**src/rtl/score_keeper.sv**
```systemverilog
// score_keeper: round-robin BCD award arbiter, digit-serial BCD adder and frame-synchronous score display.
// Optional macro HISCORE_EN adds a high-score register captured on a new-game clear.
module score_keeper #(
  parameter int DIGITS     = 10,
  parameter int NREQ       = 4,
  parameter int PTS_DIGITS = 3
) (
  input  logic                         clk,
  input  logic                         resetN,
  input  logic                         frame_start,
  input  logic                         clear,
  input  logic [NREQ-1:0]              req_valid,
  input  logic [NREQ*4*PTS_DIGITS-1:0] req_points,
  output logic [NREQ-1:0]              req_ready,
  output logic [4*DIGITS-1:0]          digits,
  output logic                         busy,
  output logic                         saturated
`ifdef HISCORE_EN
  ,
  output logic [4*DIGITS-1:0]          hiscore
`endif
);

  localparam int W  = 4 * DIGITS;
  localparam int PW = 4 * PTS_DIGITS;
  localparam int IW = (DIGITS > 1) ? $clog2(DIGITS) : 1;
  localparam int LW = (NREQ > 1) ? $clog2(NREQ) : 1;
  localparam logic [IW-1:0] LAST_IDX  = IW'(DIGITS - 1);
  localparam logic [W-1:0]  ALL_NINES = {DIGITS{4'h9}};

  typedef enum logic {
    IDLE = 1'b0,
    ADD  = 1'b1
  } state_t;

  state_t         state_reg, state_next;
  logic [W-1:0]   work_reg;
  logic [W-1:0]   add_reg;
  logic [W-1:0]   digits_reg;
  logic [IW-1:0]  idx_reg;
  logic           cy_reg;
  logic [LW-1:0]  last_reg;
  logic           pend_reg;
  logic           sat_reg;
`ifdef HISCORE_EN
  logic [W-1:0]   hiscore_reg;
`endif

  logic [LW-1:0]  grant_idx;
  logic           grant_any;
  logic           accept;
  logic [PW-1:0]  pts_sel;
  logic [PW-1:0]  pts_clamp;

  // Later offsets are visited first so the nearest valid requester after last wins.
  always_comb begin
    grant_any = 1'b0;
    grant_idx = last_reg;
    for (int k = NREQ; k >= 1; k--) begin
      for (int i = 0; i < NREQ; i++) begin
        if (i == (int'(last_reg) + k) % NREQ && req_valid[i]) begin
          grant_any = 1'b1;
          grant_idx = LW'(i);
        end
      end
    end
  end

  always_comb begin
    pts_sel = '0;
    for (int i = 0; i < NREQ; i++) begin
      if (grant_idx == LW'(i)) begin
        pts_sel = req_points[i*PW +: PW];
      end
    end
  end

  genvar gi;
  generate
    for (gi = 0; gi < PTS_DIGITS; gi++) begin : g_clamp
      assign pts_clamp[gi*4 +: 4] = (pts_sel[gi*4 +: 4] > 4'd9) ? 4'd9 : pts_sel[gi*4 +: 4];
    end
  endgenerate

  always_ff @(posedge clk) begin
    if (!resetN) begin
      state_reg <= IDLE;
    end else begin
      state_reg <= state_next;
    end
  end

  always_comb begin
    state_next = state_reg;
    accept     = 1'b0;
    req_ready  = '0;
    case (state_reg)
      IDLE: begin
        if (resetN && !clear && grant_any) begin
          accept     = 1'b1;
          state_next = ADD;
        end
      end
      ADD: begin
        if (idx_reg == LAST_IDX) begin
          state_next = IDLE;
        end
      end
      default: state_next = IDLE;
    endcase
    for (int i = 0; i < NREQ; i++) begin
      req_ready[i] = accept && (grant_idx == LW'(i));
    end
  end

  logic [3:0] work_digit, add_digit, sum_digit;
  logic [4:0] sum, sum_minus_ten;
  logic       carry_out;

  always_comb begin
    work_digit    = work_reg[{idx_reg, 2'b00} +: 4];
    add_digit     = add_reg[{idx_reg, 2'b00} +: 4];
    sum           = {1'b0, work_digit} + {1'b0, add_digit} + {4'b0000, cy_reg};
    sum_minus_ten = sum - 5'd10;
    carry_out     = (sum > 5'd9);
    sum_digit     = carry_out ? sum_minus_ten[3:0] : sum[3:0];
  end

  always_ff @(posedge clk) begin
    if (!resetN) begin
      work_reg    <= '0;
      add_reg     <= '0;
      digits_reg  <= '0;
      idx_reg     <= '0;
      cy_reg      <= 1'b0;
      last_reg    <= LW'(NREQ - 1);
      pend_reg    <= 1'b0;
      sat_reg     <= 1'b0;
`ifdef HISCORE_EN
      hiscore_reg <= '0;
`endif
    end else if (state_reg == IDLE) begin
      // The copy sees work before any clear or grant on this same edge.
      if (frame_start || pend_reg) begin
        digits_reg <= work_reg;
        pend_reg   <= 1'b0;
      end
      if (clear) begin
        work_reg <= '0;
        sat_reg  <= 1'b0;
`ifdef HISCORE_EN
        if (work_reg > hiscore_reg) begin
          hiscore_reg <= work_reg;
        end
`endif
      end else if (accept) begin
        add_reg  <= W'(pts_clamp);
        last_reg <= grant_idx;
        idx_reg  <= '0;
        cy_reg   <= 1'b0;
      end
    end else begin
      if (frame_start) begin
        pend_reg <= 1'b1;
      end
      if (idx_reg == LAST_IDX) begin
        idx_reg <= '0;
        cy_reg  <= 1'b0;
        if (carry_out) begin
          work_reg <= ALL_NINES;
          sat_reg  <= 1'b1;
        end else begin
          work_reg[{idx_reg, 2'b00} +: 4] <= sum_digit;
        end
      end else begin
        work_reg[{idx_reg, 2'b00} +: 4] <= sum_digit;
        cy_reg  <= carry_out;
        idx_reg <= idx_reg + 1'b1;
      end
    end
  end

  assign digits    = digits_reg;
  assign busy      = (state_reg == ADD);
  assign saturated = sat_reg;
`ifdef HISCORE_EN
  assign hiscore   = hiscore_reg;
`endif

endmodule

```
**config.mk**
```make
export PLATFORM = sky130hd
export DESIGN_NAME = score_keeper
export DESIGN_NICKNAME = d
export VERILOG_FILES = /design/src/rtl/score_keeper.sv
export SDC_FILE = /design/constraint.sdc
export NUM_CORES = 1
export LEC_CHECK = 0
export ABC_CLOCK_PERIOD_IN_PS = 5100
export CAP_MARGIN = 20
export CORE_ASPECT_RATIO = 0.8
export CORE_UTILIZATION = 25
export CTS_CLUSTER_DIAMETER = 100
export DETAILED_ROUTE_END_ITERATION = 10
export PLACE_DENSITY_LB_ADDON = 0.15
export SYNTH_ARGS = -nofsm -noshare
export SYNTH_HDL_FRONTEND = slang
export SYNTH_SLANG_ARGS = --single-unit
```
**constraint.sdc**
```tcl
create_clock -name clk -period 5.1 [get_ports clk]
set_input_delay 1.02 -clock clk [delete_from_list [all_inputs] [get_ports clk]]
set_output_delay 1.02 -clock clk [all_outputs]
set_load 0.05 [all_outputs]
```
==> results.sh <==
export IMPL_hp_class="reg2reg"
export IMPL_r2r_end="work_reg[11]"
export IMPL_worst_setup_path_end_kind="flop"
export IMPL_number_of_enable_type_register_cells_in_the_synthesized_netlist=0
export IMPL_leak_nw=2.33
export IMPL_grt_pass1_vias=4898
export IMPL_clk_pin_slew_ns=0.07
export IMPL_timing_critical_path_to="work_reg[11]"
export IMPL_syn_num_nets=718
export IMPL_cts_buffers_inserted=9
export IMPL_grt_setup_unrepaired="no"
export IMPL_cell_with_the_biggest_individual_delay_on_the_critical_path="sky130_fd_sc_hd__nand2_1"
export IMPL_via_per_inst=5.05
export IMPL_yosys_most_used_dff="sky130_fd_sc_hd__dfxtp_1"
export IMPL_path_class="reg2reg"
export IMPL_power_per_cell_area_nw_per_um2=278
export IMPL_antennaDiodeCount=0
export IMPL_post_cts_buffers=0
export IMPL_achievable_frequency_ghz=0.225
export IMPL_global_route_wire_length_before_repair_um=27500
export IMPL_layout_drive_gt1_share_pct=7.38
export IMPL_ctsLongestPathBuffers=2
export IMPL_final_critical_path_setup_slack_ns=0.658
export IMPL_failed_checks="DRC"
export IMPL_buffers_plus_inverters_on_the_worst_setup_path=2
export IMPL_n_fill_cell=2165
export IMPL_hold_violations=0
export IMPL_cts_resized=0
export IMPL_place_gp_congestion=0.890
export IMPL_grt_met3_usage_pct=3.26
export IMPL_firstDrtPassIters=10
export IMPL_cts_root_buf="sky130_fd_sc_hd__clkbuf_16"
export IMPL_fin_hold_ws_ns=0.454
export IMPL_period_share_pct=87.1
export IMPL_maxSlewViolCount=0
export IMPL_fin_skew_ns=0.00632
export IMPL_worst_path_fanout_max=30
export IMPL_worst_r2r_setup_slack_ns=0.66
export IMPL_crit_reg2reg_launch="idx_reg[0]"
export IMPL_height_of_the_chip_um=133
export IMPL_globalRoute_totalOverflow=0
export IMPL_cp_data_arrival_time_ns=4.62
export IMPL_drv_cap=0
export IMPL_synth_area_um2=5360
export IMPL_final_setup_viol_count=0
export IMPL_path_depth=14
export IMPL_critPathRequiredTime_ns=5.28
export IMPL_core_um2=20900
export IMPL_clkLatencyLatePin_ns=0.35
export IMPL_most_common_cell_after_layout_fill_and_taps_aside="sky130_fd_sc_hd__nand2_1"
export IMPL_grt_busiest_layer="met1"
export IMPL_kind_of_cell_adding_the_most_delay_to_the_critical_path="compound AO/OA/AOI/OAI gates"
export IMPL_hpwl_um=13200
export IMPL_holdBufCountCts=0
export IMPL_post_route_drc_count=12
export IMPL_syn_inst=651
export IMPL_initial_utilization_pct=25.7
export IMPL_finalWirelength_um=17200
export IMPL_tritoncts_num_sinks=102
export IMPL_io_pins=102
export IMPL_final_net_count=794
export IMPL_grt_total_usage_pct=15.8
export IMPL_cp_slowest_stage_delay_ns=0.54
export IMPL_clock_tree_from_tritoncts="built"
export IMPL_post_synth_cell_area_avg_um2=8.23
export IMPL_ys_seq_area_share_pct=38.1
export IMPL_ant_nets=0
export IMPL_sum_neg_setup_slack_ns=0
export IMPL_most_repeated_library_cell_on_the_critical_path="sky130_fd_sc_hd__fa_1"
export IMPL_row_count=47
export IMPL_layout_cells_most_common_list="sky130_fd_sc_hd__nand2_1 (139), sky130_fd_sc_hd__dfxtp_1 (102), sky130_fd_sc_hd__clkdlybuf4s50_1 (97)"
export IMPL_max_slew_worst_pin_slew_ns=0.947
export IMPL_flow_area_growth_from_synthesis_pct=29.6
export IMPL_grt_max_degree=61
export IMPL_htree_levels=3
export IMPL_synth_seq_cells=102
export IMPL_startpoint_type="flop"
export IMPL_detail_route_wl_per_cell_um=17.2
export IMPL_detailroute_via_count=5051
export IMPL_crit_chain="buf_4, mux2_2, a22oi_1, a2bb2oi_1, fa_1, inv_1, fa_1, xnor2_1, ha_1, a21boi_0, o41a_1, nor2_1, nand2_1, o311ai_0"
export IMPL_slew_headroom_pct=36.7
export IMPL_status="finished, violations left"
export IMPL_drt_iter0_markers=328
export IMPL_use_met2_pct=23.0
export IMPL_ys_warn_count=0
export IMPL_die_area_um2=22000
export IMPL_setup_worst_path_start="idx_reg[0]"
export IMPL_netlist_cell_type_count=70
export IMPL_count_of_input_and_output_buffers=101
export IMPL_vdd_drop_max_uv=124
export IMPL_groute_layer_met1_usage_pct=23.6
export IMPL_period_minus_slack_ns=4.44
export IMPL_ys_async_sr_fraction_pct=0
export IMPL_worst_r2r_path_depth=14
export IMPL_antenna_violations_before_repair=0
export IMPL_die_w_um=166
export IMPL_dpl_worst_slack_ns=0.647
export IMPL_fin_total_pwr_mw=1.93
metrics by stage:
step / area (um^2) / utilization, % / std cells
final: 6950 / 33.3 / 1001
after global routing: 6950 / 33.3 / 1001
after CTS: 6950 / 33.3 / 1001
after detailed placement: 6620 / 31.7 / 985
after global placement: 6620 / 31.7 / 985
after floorplan: 5360 / - / 651
cell type report:
class	instances	area, um^2	area share (%)
Multi-Input combinational cell	491	3080	44.3
Tap cell	269	337	4.85
Inverter	13	48.8	0.702
Clock inverter	6	95.1	1.37
Timing Repair Buffer	110	1120	16.1
Sequential cell	102	2040	29.4
Clock buffer	10	229	3.30
synthesized netlist by cell type, drive strengths merged, types with 12 or more instances:
cell type    n  share of area, %
nand2      140               9.9
a21oi       16               1.5
o2bb2ai     18               2.9
clkbuf      33               2.3
nand3       16               1.5
o21ai       51               4.8
dfxtp      102                38
buf         12               1.3
inv         13              0.91
and2        14               1.7
a21boi      46               6.5
nor2        32               2.2
power by group:
part	switching (mW)	internal [mW]	total [mW]
Combinational	0.202	0.147	0.349
Clock	0.317	0.435	0.752
Sequential	0.0195	0.809	0.829
Total	0.539	1.39	1.93
kinds of logic after synthesis:
kind of cell	synth area share [%]
AO/OA/AOI/OAI	26.8
XOR/XNOR	0.490
flip-flops	38.1
AND/OR/NAND/NOR	22.3
buffers and inverters	4.55
multiplexers	4.88
adder cells (fa/ha/maj)	2.85
layer usage:
metal  part of all wire [%]  wire length, um  vias to the layer above
li1                       -                -                     2478
met1                     53             9130                     2443
met2                     42             7180                      115
met3                    4.0              687                       15
met4                    1.2              206                        0
met5                      0                0                        -
worst register-to-register path: cells and delay by family (launching register included):
| kind | cells | cell delay [ns] |
|---|---|---|
| mux | 1 | 0.39 |
| xor+xnor | 1 | 0.38 |
| buf+inv | 2 | 0.40 |
| fa+ha+maj | 3 | 0.90 |
| simple gates | 2 | 0.64 |
| flops | 1 | 0.35 |
| compound gates | 5 | 1.20 |
worst min path at each step:
stage / start / to / depth (start not counted)
6_report: add_reg[10] / add_reg[10] / 2
5_1_grt: digits[17] / digits[17] / 2
4_1_cts: add_reg[10] / add_reg[10] / 2
3_5_place_dp: add_reg[10] / add_reg[10] / 2
3_3_place_gp: add_reg[10] / add_reg[10] / 2
2_1_floorplan: cy_reg / cy_reg / 2
Note: power is estimated with default switching activity, not from simulation.
